### src/rtl/uart_bus_loader_pkg.sv
// Shared constants and helpers for the UART boot loader: frame opcodes,
// parser/receiver state encodings and bit-timing / timeout derivations.
package uart_bus_loader_pkg;

   localparam logic [7:0] OP_HOLD  = 8'h3C;
   localparam logic [7:0] OP_RUN   = 8'hC3;
   localparam logic [7:0] OP_WRITE = 8'hA5;

   localparam logic [2:0] ST_IDLE  = 3'd0;
   localparam logic [2:0] ST_ADDR  = 3'd1;
   localparam logic [2:0] ST_DATA  = 3'd2;
   localparam logic [2:0] ST_CHK   = 3'd3;
   localparam logic [2:0] ST_ISSUE = 3'd4;

   localparam logic [1:0] RX_IDLE  = 2'd0;
   localparam logic [1:0] RX_START = 2'd1;
   localparam logic [1:0] RX_DATA  = 2'd2;
   localparam logic [1:0] RX_STOP  = 2'd3;

   function automatic int clks_per_bit(input int clk_freq, input int baud_rate);
      return clk_freq / baud_rate;
   endfunction

   function automatic int timeout_clks(input int clk_freq, input int timeout_ms);
      return (clk_freq / 1000) * timeout_ms;
   endfunction

endpackage

### src/rtl/uart_bus_loader_uart_rx.sv
// 8N1 UART receiver: 2-FF synchroniser, start-glitch rejection, centre sampling
// and stop-bit check. byte_valid / frame_err are single-cycle strobes.
module uart_rx
   import uart_bus_loader_pkg::*;
#(
   parameter int CLKS_PER_BIT = 868
) (
   input  logic       clk,
   input  logic       reset,
   input  logic       rx,
   output logic [7:0] rx_byte,
   output logic       byte_valid,
   output logic       frame_err
);

   localparam int CW = $clog2(CLKS_PER_BIT + 1);
   localparam logic [CW-1:0] HALF_LAST = CW'(CLKS_PER_BIT / 2 - 1);
   localparam logic [CW-1:0] BIT_LAST  = CW'(CLKS_PER_BIT - 1);

   logic          s1_q, s2_q, prev_q;
   logic [1:0]    state_q, state_d;
   logic [CW-1:0] cnt_q, cnt_d;
   logic [2:0]    idx_q, idx_d;
   logic [7:0]    shift_q, shift_d;

   always_comb begin
      state_d = state_q;
      cnt_d   = cnt_q;
      idx_d   = idx_q;
      shift_d = shift_q;
      case (state_q)
         RX_IDLE: begin
            if (prev_q && !s2_q) begin
               state_d = RX_START;
               cnt_d   = '0;
            end
         end
         RX_START: begin
            // A start bit that is high again at half-bit was only a glitch.
            if (cnt_q == HALF_LAST) begin
               cnt_d   = '0;
               idx_d   = '0;
               state_d = s2_q ? RX_IDLE : RX_DATA;
            end else begin
               cnt_d = cnt_q + CW'(1);
            end
         end
         RX_DATA: begin
            if (cnt_q == BIT_LAST) begin
               cnt_d   = '0;
               shift_d = {s2_q, shift_q[7:1]};
               idx_d   = idx_q + 3'd1;
               if (idx_q == 3'd7) state_d = RX_STOP;
            end else begin
               cnt_d = cnt_q + CW'(1);
            end
         end
         default: begin
            if (cnt_q == BIT_LAST) state_d = RX_IDLE;
            else                   cnt_d   = cnt_q + CW'(1);
         end
      endcase
   end

   always_ff @(posedge clk) begin
      if (reset) begin
         s1_q    <= 1'b1;
         s2_q    <= 1'b1;
         prev_q  <= 1'b1;
         state_q <= RX_IDLE;
         cnt_q   <= '0;
         idx_q   <= '0;
         shift_q <= '0;
      end else begin
         s1_q    <= rx;
         s2_q    <= s1_q;
         prev_q  <= s2_q;
         state_q <= state_d;
         cnt_q   <= cnt_d;
         idx_q   <= idx_d;
         shift_q <= shift_d;
      end
   end

   assign rx_byte    = shift_q;
   assign byte_valid = (state_q == RX_STOP) && (cnt_q == BIT_LAST) &&  s2_q;
   assign frame_err  = (state_q == RX_STOP) && (cnt_q == BIT_LAST) && !s2_q;

endmodule

### src/rtl/uart_bus_loader.sv
// UART boot loader acting as a word-write bus initiator while holding the CPU.
// Optional 9th-byte XOR checksum on WRITE frames: define UART_LOADER_CHECKSUM_EN.
module uart_bus_loader
   import uart_bus_loader_pkg::*;
#(
   parameter int CLK_FREQ      = 100000000,
   parameter int BAUD_RATE     = 115200,
   parameter int TIMEOUT_MS    = 50,
   parameter bit HOLD_ON_RESET = 1'b0,
   parameter int WL            = 32
) (
   input  logic          clk,
   input  logic          reset,
   input  logic          uart_rx,
   output logic          cmd_valid,
   input  logic          cmd_ready,
   output logic          cmd_payload_wr,
   output logic [WL-1:0] cmd_payload_address,
   output logic [WL-1:0] cmd_payload_data,
   output logic [1:0]    cmd_payload_size,
   output logic          cpu_hold,
   output logic          load_err,
   output logic [15:0]   word_count
);

   localparam int CLKS_PER_BIT = clks_per_bit(CLK_FREQ, BAUD_RATE);
   localparam int TO_CLKS      = timeout_clks(CLK_FREQ, TIMEOUT_MS);
   localparam int TW           = $clog2(TO_CLKS + 1);
   localparam logic [TW-1:0] TO_RELOAD = TW'(TO_CLKS - 1);

   logic [7:0] rx_byte;
   logic       rx_valid, rx_ferr;

   uart_rx #(.CLKS_PER_BIT(CLKS_PER_BIT)) u_rx (
      .clk        (clk),
      .reset      (reset),
      .rx         (uart_rx),
      .rx_byte    (rx_byte),
      .byte_valid (rx_valid),
      .frame_err  (rx_ferr)
   );

   logic [7:0]    buf_q, buf_d;
   logic          buf_full_q, buf_full_d;
   logic [2:0]    state_q, state_d;
   logic [1:0]    cnt_q, cnt_d;
   logic [WL-1:0] addr_q, addr_d;
   logic [WL-1:0] data_q, data_d;
   logic          cpu_hold_q, cpu_hold_d;
   logic          load_err_q, load_err_d;
   logic [15:0]   word_count_q, word_count_d;
   logic [TW-1:0] to_q, to_d;
   logic          consume;
`ifdef UART_LOADER_CHECKSUM_EN
   logic [7:0]    chk_q, chk_d;
`endif

   always_comb begin
      buf_d        = buf_q;
      buf_full_d   = buf_full_q;
      state_d      = state_q;
      cnt_d        = cnt_q;
      addr_d       = addr_q;
      data_d       = data_q;
      cpu_hold_d   = cpu_hold_q;
      load_err_d   = 1'b0;
      word_count_d = word_count_q;
      to_d         = to_q;
`ifdef UART_LOADER_CHECKSUM_EN
      chk_d        = chk_q;
`endif
      // The buffered byte waits while a command is outstanding.
      consume = buf_full_q && (state_q != ST_ISSUE);

      if (consume) begin
         buf_full_d = 1'b0;
         to_d       = TO_RELOAD;
`ifdef UART_LOADER_CHECKSUM_EN
         chk_d      = chk_q ^ buf_q;
`endif
         case (state_q)
            ST_IDLE: begin
               case (buf_q)
                  OP_HOLD: begin
                     cpu_hold_d   = 1'b1;
                     word_count_d = '0;
                  end
                  OP_RUN:   cpu_hold_d = 1'b0;
                  OP_WRITE: begin
                     state_d = ST_ADDR;
                     cnt_d   = '0;
`ifdef UART_LOADER_CHECKSUM_EN
                     chk_d   = buf_q;
`endif
                  end
                  default:  load_err_d = 1'b1;
               endcase
            end
            ST_ADDR: begin
               addr_d[{cnt_q, 3'b000} +: 8] = buf_q;
               cnt_d = cnt_q + 2'd1;
               if (cnt_q == 2'd3) state_d = ST_DATA;
            end
            ST_DATA: begin
               data_d[{cnt_q, 3'b000} +: 8] = buf_q;
               cnt_d = cnt_q + 2'd1;
`ifdef UART_LOADER_CHECKSUM_EN
               if (cnt_q == 2'd3) state_d = ST_CHK;
`else
               if (cnt_q == 2'd3) state_d = ST_ISSUE;
`endif
            end
`ifdef UART_LOADER_CHECKSUM_EN
            ST_CHK: begin
               if (buf_q == chk_q) begin
                  state_d = ST_ISSUE;
               end else begin
                  state_d    = ST_IDLE;
                  load_err_d = 1'b1;
               end
            end
`endif
            default: state_d = ST_IDLE;
         endcase
      end else if (state_q == ST_ADDR || state_q == ST_DATA || state_q == ST_CHK) begin
         if (to_q == '0) begin
            state_d    = ST_IDLE;
            load_err_d = 1'b1;
         end else begin
            to_d = to_q - TW'(1);
         end
      end

      if (state_q == ST_ISSUE && cmd_ready) begin
         state_d = ST_IDLE;
         if (word_count_q != 16'hFFFF) word_count_d = word_count_q + 16'd1;
      end

      // Overrun keeps the older byte and abandons any frame in progress.
      if (rx_valid) begin
         if (buf_full_q && !consume) begin
            load_err_d = 1'b1;
            state_d    = ST_IDLE;
         end else begin
            buf_d      = rx_byte;
            buf_full_d = 1'b1;
         end
      end
      if (rx_ferr) load_err_d = 1'b1;

      addr_d[1:0] = 2'b00;
   end

   always_ff @(posedge clk) begin
      if (reset) begin
         buf_q        <= '0;
         buf_full_q   <= 1'b0;
         state_q      <= ST_IDLE;
         cnt_q        <= '0;
         addr_q       <= '0;
         data_q       <= '0;
         cpu_hold_q   <= HOLD_ON_RESET;
         load_err_q   <= 1'b0;
         word_count_q <= '0;
         to_q         <= TO_RELOAD;
`ifdef UART_LOADER_CHECKSUM_EN
         chk_q        <= '0;
`endif
      end else begin
         buf_q        <= buf_d;
         buf_full_q   <= buf_full_d;
         state_q      <= state_d;
         cnt_q        <= cnt_d;
         addr_q       <= addr_d;
         data_q       <= data_d;
         cpu_hold_q   <= cpu_hold_d;
         load_err_q   <= load_err_d;
         word_count_q <= word_count_d;
         to_q         <= to_d;
`ifdef UART_LOADER_CHECKSUM_EN
         chk_q        <= chk_d;
`endif
      end
   end

   assign cmd_valid           = (state_q == ST_ISSUE);
   assign cmd_payload_wr      = 1'b1;
   assign cmd_payload_address = addr_q;
   assign cmd_payload_data    = data_q;
   assign cmd_payload_size    = 2'b10;
   assign cpu_hold            = cpu_hold_q;
   assign load_err            = load_err_q;
   assign word_count          = word_count_q;

endmodule
### config.mk
export PLATFORM = sky130hd
export DESIGN_NAME = uart_bus_loader
export DESIGN_NICKNAME = d
export VERILOG_FILES = /design/src/rtl/uart_bus_loader_pkg.sv /design/src/rtl/uart_bus_loader_uart_rx.sv /design/src/rtl/uart_bus_loader.sv
export SDC_FILE = /design/constraint.sdc
export NUM_CORES = 1
export LEC_CHECK = 0
export BUFFER_PORTS_ARGS = -buffer_cell sky130_fd_sc_hd__buf_2
export CAP_MARGIN = 20
export CORE_AREA = 10 10 151 153
export CTS_BUF_LIST = sky130_fd_sc_hd__clkbuf_2 sky130_fd_sc_hd__clkbuf_4 sky130_fd_sc_hd__clkbuf_8
export CTS_CLUSTER_SIZE = 14
export DETAILED_ROUTE_END_ITERATION = 8
export DIE_AREA = 0 0 161 163
export PLACE_DENSITY = 0.49
export SLEW_MARGIN = 20
export SYNTH_ARGS = -nofsm -noshare
export SYNTH_HDL_FRONTEND = slang
export SYNTH_HIERARCHICAL = 1
export SYNTH_SLANG_ARGS = --single-unit
### constraint.sdc
create_clock -name clk -period 3.4 [get_ports clk]
set_input_delay 0.34 -clock clk [delete_from_list [all_inputs] [get_ports clk]]
set_output_delay 0.34 -clock clk [all_outputs]
set_load 0.01 [all_outputs]
### Yosys cells after proc, flatten, opt, wreduce, memory -nomap -nowiden

Index checks and enable logic that the tools add are counted.

* add/subtract/negate cells: 6
* eq/ne operators: 22
* mux-type cells: 46
* reduce and logical (&&, ||, !) cells: 31
* bitwise gates (word level): 2
* shift operators: 2

Operator list (count)
* two-way mux 16 bit: 5
* bitwise mux 32 bit: 2
* two-way mux 10 bit: 4
* two-way mux 3 bit: 11
* variable shift 8 x 7 -> 32 bit, first input constant: 1
* indexed part select 8 x 7 -> 32 bit: 1
* one-hot mux 10 bit (3 select lines): 1
* logical NOT 23 bit: 1
* subtractor 23 x 1 -> 23 bit, second input constant: 1
* adder 16 x 1 -> 16 bit, second input constant: 1
* == test 8 bit, second input constant: 2
* != test 16 bit, second input constant: 1
* two-way mux 2 bit: 7
* AND reduction 2 bit: 6
* two-way mux 1 bit: 11
* adder 10 x 1 -> 10 bit, second input constant: 1
* == test 10 bit, second input constant: 1
* == test 10 x 9 -> 1 bit, second input constant: 1
* != test 2 x 1 -> 1 bit, second input constant: 5
* one-hot mux 3 bit (3 select lines): 1
* AND reduction 3 bit: 3
* == test 8 x 6 -> 1 bit, second input constant: 1
* logical AND 1 bit: 7
* negation 5 -> 7 bit: 1
* 23 further kinds: 33

* output and inout bits: 86
* bits of input ports: 4
* bits in registers: 145
* logic and storage cells: 127

### Depth between registers and ports, before layout

Gate-level depths: netlist of run 1.

* depth in word-level cells: 8
* mapped depth: 9

### By module

The synthesis of run 1 kept the hierarchy.

By module, submodules not included
* uart_bus_loader: area each 5278.8 um2, instances 1, cells each 632, sequential area each 2342.2 um2
* uart_rx: area each 1376.3 um2, instances 1, cells each 150, sequential area each 520.5 um2

### Worst setup path before layout of run 1

No wires, ideal clock.

* path kind: register to register
* from: register u_rx.cnt_q[0]
* to: register buf_q[5]
* slack: 1.309 ns
* stages on the path, launching flop included: 10
* arrival time: 1.964 ns
* setup time: 0.128 ns
* path through: dfxtp_1 -> ha_1 -> nand3_1 -> or3_4 -> buf_6 -> nor3_1 -> nand2b_1 -> buf_2 -> mux2i_1 -> nor2_1

* word-level cells in the longest chain between the ends: 4

Ends and longest elaborated chain
* from (decl): line uart_bus_loader_uart_rx.sv:22 `logic [CW-1:0] cnt_q, cnt_d;`
* from (signal assigned): line uart_bus_loader_uart_rx.sv:79 `cnt_q <= cnt_d;`
* == test 10 bit: line uart_bus_loader_uart_rx.sv:86 `assign byte_valid = (state_q == RX_STOP) && (cnt_q == BIT_LAST) && s2_q;`
* logical AND 1 bit (2 in a row): line uart_bus_loader_uart_rx.sv:86
* named net rx_valid: line uart_bus_loader.sv:32 `logic rx_valid, rx_ferr;`
* AND reduction 2 bit (no source line)
* to (signal assigned): line uart_bus_loader.sv:170 `buf_q <= buf_d;`
* to (decl): line uart_bus_loader.sv:43 `logic [7:0] buf_q, buf_d;`

The timed path passes the listed nets, and every way through them passes these cells.
A chain may end at the register's enable or synchronous reset.

### Worst setup path in the final report of run 1

Ends and elaborated chain as after synthesis.

==> out/metrics.csv, run 1 <==
stage,metric,value,unit
yosys,ys_seq_elements,143,
setup_path,critical_path_class,register to register,
setup_path,path_max_fanout,8,
timing,post-route-min-period,2540,ps
timing,setup-violations-final,0,
timing,hold_violations,0,
detailed_routing,detail_route.vias_per_cell,5.10,
placed_design,hpwl,12600,µm
placed_design,gp_congestion,0.800,
global_route,use_met1,0.185,
outcome,status,finished clean,
job,drv_cap,0,
cts,cts_tree,built,
detailed_routing,wl_per_cell,16.2,µm
floorplan,die_area,26200,µm²
timing,max_slew_margin,0.476,
global_route,grt_pass1_vias,5496,
timing,rsz0062_at_grt,false,
cts,insertion_delay,450,ps
yosys,yosysTopAreaCellShare,0.430,
layout,layout_common_cells,"dfxtp_1 (143), nand2_1 (95), buf_2 (83), nand3_1 (77), a21oi_1 (69)",
pwr,vdd_ir_drop_max,0.000268,V
timing,holdWs,81.7,ps
layout,n_antenna_cell,0,
yosys,synthMuxAreaShare,0.0348,
floorplan,initial_core_util,0.334,
detailed_routing,drc,0,
detailed_routing,drtPass1Iterations,4,
floorplan,rows,52,
setup_path,worstSetupEndpointType,register,
cts,cts_setup_buffers,0,
cts,ctsHtreeMaxLevel,4,
cts,clk_pin_slew,80,ps
detailed_routing,drt_iter0_drc,348,
timing,tightest_slew,786,ps
yosys,synth_top_family_by_area,simple AND/OR/NAND/NOR gates,
cts,clockBufferDepth,2,
global_route,grt_antenna_before_repair,0,
floorplan,core_area,19900,µm²
detailed_routing,vias,5739,
yosys,synth_edf_count,0,
yosys,synth_top_area_cell,dfxtp_1,
global_route,grt.busiest_layer,met2,
cts,clock-sinks,143,
yosys,synth-xor-area-share,0.0158,
timing,slew_viol_final,0,
floorplan,die_y,163,µm
yosys,yosys.area_share.simple,0.288,
cts,numCtsBuffers,17,
setup_path,arrival,2840,ps
setup_path,worstSetupStartpointType,register,
yosys,ys_seq_area_frac,0.430,
layout,layout_commonest_cell,dfxtp_1,
floorplan,ioPinCount,90,
layout,nFillCells,2139,
worst_hold_path,min_path_type,primary input to register,
layout,nNetsFinal,858,
cts,cts_root_buf,clkbuf_8,
floorplan,die_w,161,µm
detailed_routing,totalWireLength,18200,µm
timing,fin_crit_sh,0.747,
detailed_routing,ant_nets,0,
yosys,synth.avg_cell_area,8.51,µm²
yosys,synth.distinct_cells,79,
yosys,yosys-top-cells-area,"dfxtp_1 (43%), nand3_1 (5.8%), nand2_1 (5.4%)",
yosys,synthFlopType,dfxtp_1,
pwr,powerDensity,403,nW/µm²
global_route,gr-total-overflow,0,
global_route,grt_pass1_wl,29700,µm
global_route,grtUsageMet3,0.0321,
yosys,synthesis.area,6660,µm²
cts,cts_resized,0,
cts,holdBufCountCts,0,
pwr,leakagePower,0.00277,µW
yosys,synthArstFlopShare,0,
yosys,synth_compound_area_frac,0.159,
layout,area_growth_syn_to_layout,14.6,%
setup_path,cp.required,3700,ps
timing,finalSetupTns,0,ps
layout,drive_gt1_frac,0.191,
yosys,netlist_instances,782,
global_route,gr-usage-met2,0.210,
yosys,synthAdderAreaFrac,0.0226,
global_route,grt_max_degree,75,
global_route,grt_use_total,0.137,
yosys,ys.warnings.count,6,
timing,max_freq,394,MHz
timing,finClkSkew,12.8,ps
placed_design,portBuffers,84,
==> path summary, 6_finish.rpt <==
kind	startpoint	to	slack, ps	depth (start not counted)
worst max-delay path	u_rx/cnt_q[0]	buf_q[5]	860	7
worst min-delay path	uart_rx	u_rx/s1_q	80	2
worst max register to register	u_rx/cnt_q[0]	buf_q[5]	860	7
worst min register to register	u_rx/s1_q	u_rx/s2_q	450	1
==> worst max-delay path, stage by stage, from the launching register on <==
cell      delay [ps]
dfxtp_1          420
ha_1             250
nand3_1          160
or3_4            420
nor3_1           420
nand2b_1         390
mux2i_1          280
nor2_1            60
==> registers in the layout, summed over array words and instances (netlist names) <==
signal	cells
buf_q	8
u_rx/state_q	2
load_err	1
u_rx/cnt_q	10
u_rx/rx_byte	8
cmd_payload_address	30
cnt_q	2
cpu_hold	1
u_rx/s1_q	1
to_q	23
u_rx/s2_q	1
cmd_payload_data	32
u_rx/prev_q	1
u_rx/idx_q	3
word_count	16
buf_full_q	1
state_q	3
==> power breakdown <==
group | internal (µW) | switching (µW)
logic | 15.2 | 48.7
clock network | 619 | 712
registers | 1680 | 3.69
total | 2310 | 765
==> metrics by stage <==
step	utilization	worst slack [ps]	std cells	power, µW	instance area, µm²
2_1_floorplan	-	1310	785	1770	6670
3_3_place_gp	0.364	961	1093	1780	7240
3_5_place_dp	0.364	899	1093	1780	7240
4_1_cts	0.383	879	1125	3130	7630
5_1_grt	0.383	701	1125	3200	7630
6_report	0.383	860	1125	3070	7630
==> cells by family (layout without fill, tap and decap cells) <==
logic type               count (synthesis)  in the layout
AO/OA/AOI/OAI                          157            157
XOR/XNOR                                12             12
adder cells (fa/ha/maj)                 12             12
buffers and inverters                   72            142
flip-flops                             143            143
multiplexers                            23             23
other                                    2              5
AND/OR/NAND/NOR                        361            361
==> routing by layer <==
layer  share of wire  vias up
met2            0.45      101
li1                -     2928
met4           0.017        0
met5               0        -
met3           0.041       22
met1            0.49     2688
==> layout make-up <==
class	count	area (µm²)	area share
well taps	270	338	0.0443
clock inverters	13	128	0.0167
clock buffers	19	255	0.0335
inverters	17	63.8	0.00837
flip-flops and latches	143	2860	0.375
multi-input cells	570	3490	0.458
repair buffers	93	490	0.0643
==> cell usage after synthesis (3+ instances only) <==
library cell,n
a31oi_1,7
a21oi_1,69
and3_1,6
nor3_1,11
and2_1,8
inv_1,17
nor3b_1,3
clkbuf_1,37
nand3_1,77
o31a_1,3
o31ai_1,4
ha_1,12
nor2_1,64
a22oi_1,20
or2_2,7
nor4bb_1,5
nand2_1,95
buf_2,8
a21oi_2,3
xor2_1,9
o211ai_1,8
nand2b_1,8
mux2i_1,22
nand3b_1,3
nor4_4,3
buf_6,3
or4_1,10
nand4_1,14
o21a_1,3
o21ai_0,6
dfxtp_1,143
and4_1,4
nor4_1,13
or3_1,8
xnor2_1,3
buf_4,6
o21ai_1,5
Note: power is estimated with default switching activity, not from simulation.
==> run 2, diff against run 1 <==
--- a/config.mk
+++ b/config.mk
@@ -5,13 +5,14 @@
 export SDC_FILE = /design/constraint.sdc
 export NUM_CORES = 1
 export LEC_CHECK = 0
+export ABC_AREA = 1
 export BUFFER_PORTS_ARGS = -buffer_cell sky130_fd_sc_hd__buf_2
 export CAP_MARGIN = 20
-export CORE_AREA = 10 10 151 153
+export CORE_AREA = 10 10 156 158
 export CTS_BUF_LIST = sky130_fd_sc_hd__clkbuf_2 sky130_fd_sc_hd__clkbuf_4 sky130_fd_sc_hd__clkbuf_8
 export CTS_CLUSTER_SIZE = 14
 export DETAILED_ROUTE_END_ITERATION = 8
-export DIE_AREA = 0 0 161 163
+export DIE_AREA = 0 0 166 168
 export PLACE_DENSITY = 0.49
 export SLEW_MARGIN = 20
 export SYNTH_ARGS = -nofsm -noshare
==> constraint.sdc (replaced) <==
create_clock -name clk -period 2.44 [get_ports clk]
set_input_delay 0.244 -clock clk [delete_from_list [all_inputs] [get_ports clk]]
set_output_delay 0.244 -clock clk [all_outputs]
set_load 0.01 [all_outputs]
==> out/metrics.csv, run 2 <==
stage,metric,value,unit
outcome,status,finished clean,
timing,rsz0062_at_grt,false,
yosys,yosysTopAreaCellShare,0.401,
yosys,synth_most_common_cell,nand2_1,
setup_path,critical_path_depth,8,
detailed_routing,wl_per_cell,14.2,µm
layout,area_growth_syn_to_layout,14.5,%
pwr,powerDensity,557,nW/µm²
worst_hold_path,min_path_type,primary input to register,
layout,final_cell_area,8180,µm²
global_route,grt_max_degree,48,
layout,postLayoutCoreUtil,0.382,
timing,fin_crit_sh,0.822,
detailed_routing,detail_route.vias_per_cell,4.78,
detailed_routing,drtPass1Iterations,4,
floorplan,initial_core_util,0.334,
yosys,ys.warnings.count,6,
detailed_routing,vias,6887,
timing,finalSetupTns,0,ps
yosys,synthTopCellsByCount,"nand2_1 (290), nor2_1 (163), dfxtp_1 (143)",
floorplan,rows,54,
setup_path,arrival,2330,ps
placed_design,place_ws,417,ps
cts,clock-sinks,143,
timing,setup-violations-final,0,
timing,post-route-min-period,2010,ps
pwr,vdd_ir_drop_max,0.000281,V
cts,clk_pin_slew,100,ps
floorplan,die_area,27900,µm²
setup_path,critical_path_class,register to register,
cts,cts_resized,0,
floorplan,core_area,21400,µm²
timing,finClkSkew,24.3,ps
yosys,ys_seq_area_frac,0.401,
setup_path,worstSetupStartpointType,register,
global_route,gr-total-overflow,0,
cts,holdBufCountCts,1,
floorplan,die_y,168,µm
cts,numCtsBuffers,17,
placed_design,portBuffers,84,
detailed_routing,ant_nets,0,
floorplan,ioPinCount,90,
placed_design,hpwl,14900,µm
layout,final_cells,1441,
layout,multi_input_area,3720,µm²
yosys,synthFlopType,dfxtp_1,
yosys,synthesis.area,7140,µm²
global_route,grt_use_total,0.147,
setup_path,rr_worst_depth,8,
setup_path,path_cells,ha_1 -> nand3_2 -> nor4_1 -> nand2_1 -> nor2_1 -> nand2_1 -> o21ai_0 -> a21oi_1,
timing,finalWorstSetupSlack,434,ps
setup_path,worst_path_max_delay_cell,dfxtp_1,
setup_path,path_delay_family,simple AND/OR/NAND/NOR gates,
yosys,synth.distinct_cells,40,
setup_path,worstSetupEndpointType,register,
yosys,yosys-top-cells-area,"dfxtp_1 (40%), nand2_1 (15%), nor2_1 (8.6%)",
cts,cts_setup_buffers,0,
yosys,synthArstFlopShare,0,
job,drv_cap,0,
setup_path,path_max_fanout,16,
layout,layout_commonest_cell,nand2_1,
cts,insertion_delay,470,ps
cts,ctsHtreeMaxLevel,4,
layout,drive_gt1_frac,0.146,
layout,layout_common_cells,"nand2_1 (290), nor2_1 (163), dfxtp_1 (143), a21oi_1 (89), inv_1 (86)",
detailed_routing,totalWireLength,20400,µm
global_route,grt_antenna_before_repair,0,
layout,n_antenna_cell,0,
cts,cts_tree,built,
cts,cts_root_buf,clkbuf_8,
yosys,synth.avg_cell_area,6.71,µm²
setup_path,critPathMaxStageDelay,400,ps
layout,nNetsFinal,1164,
layout,seq_area,2860,µm²
detailed_routing,drc,0,
yosys,synth_edf_count,0,
layout,nFillCells,2353,
pwr,leakagePower,0.00356,µW
global_route,grt_pass1_vias,6675,
timing,hold_violations,0,
yosys,synth_top_area_cell,dfxtp_1,
timing,slew_viol_final,0,
setup_path,cpMostUsedCell,nand2_1,
setup_path,cp.required,2770,ps
detailed_routing,drt_iter0_drc,395,
placed_design,gp_congestion,0.801,
setup_path,critical_path_buf_inv_count,0,
global_route,grt_pass1_wl,34300,µm
timing,max_freq,498,MHz
placed_design,dp.cells,1408,
worst_hold_path,hold_depth,2,
yosys,ys_seq_elements,143,
layout,largest_reg_flops,32,
floorplan,die_w,166,µm
yosys,netlist_instances,1065,
cts,clockBufferDepth,2,
placed_design,postPlaceCellArea,7800,µm²
run 2: changes by cell type in the layout (fill, tap and decap cells not counted), sizes merged, moves of 10 or more:
cell   previous run  this run
nor2             66       173
mux2i            22         0
inv              22       104
o21ai            12        57
a21oi            72        90
or3              10         0
or4              10         0
nor3             13        28
nor4             16         1
nand2            96       298
a22oi            21         3
run 2: kinds of logic after synthesis:
group / after synthesis / share of synthesized area
other: 2 / 0.00105
buffers and inverters: 132 / 0.0806
and+or+nand+nor: 608 / 0.367
DFF: 143 / 0.401
adders and majority gates: 12 / 0.0210
AOI/OAI and AO/OA: 157 / 0.116
xor gates and xnor gates: 11 / 0.0135
run 2: layout make-up:
cell class,count,share of cell area
timing repair buffer,96,0.0627
multi-input combinational,793,0.454
clock inverter,14,0.0151
inverter,97,0.0445
sequential,143,0.350
clock buffer,18,0.0303
tap,280,0.0428
run 2: report_power, final:
group | switching, µW | leakage [µW] | total (µW) | internal (µW)
combinational | 225 | 0.00222 | 318 | 93.0
sequential | 33.1 | 0.00115 | 2390 | 2360
clock | 1070 | 0.000186 | 1840 | 767
total | 1330 | 0.00356 | 4550 | 3220
run 2: path summary, 6_finish.rpt:
path,slack [ps],end,from
worst max-delay path,430,buf_q[6],u_rx/cnt_q[0]
worst min-delay path,60,cmd_payload_data[18],reset
worst max register to register,430,buf_q[6],u_rx/cnt_q[0]
worst min register to register,420,u_rx/s2_q,u_rx/s1_q
run 2: layer usage:
metal  GRT usage  wire [µm]
met3      0.0366        886
met4      0.0401        220
met5           0          0
met2       0.239       9380
met1       0.189       9940
run 2: through the flow:
step	power, µW	hold WS (ps)
floorplan	2700	313
finish	4550	56.4
global route	4760	48.1
CTS	4620	44.3
global placement	2770	397
detailed placement	2770	398
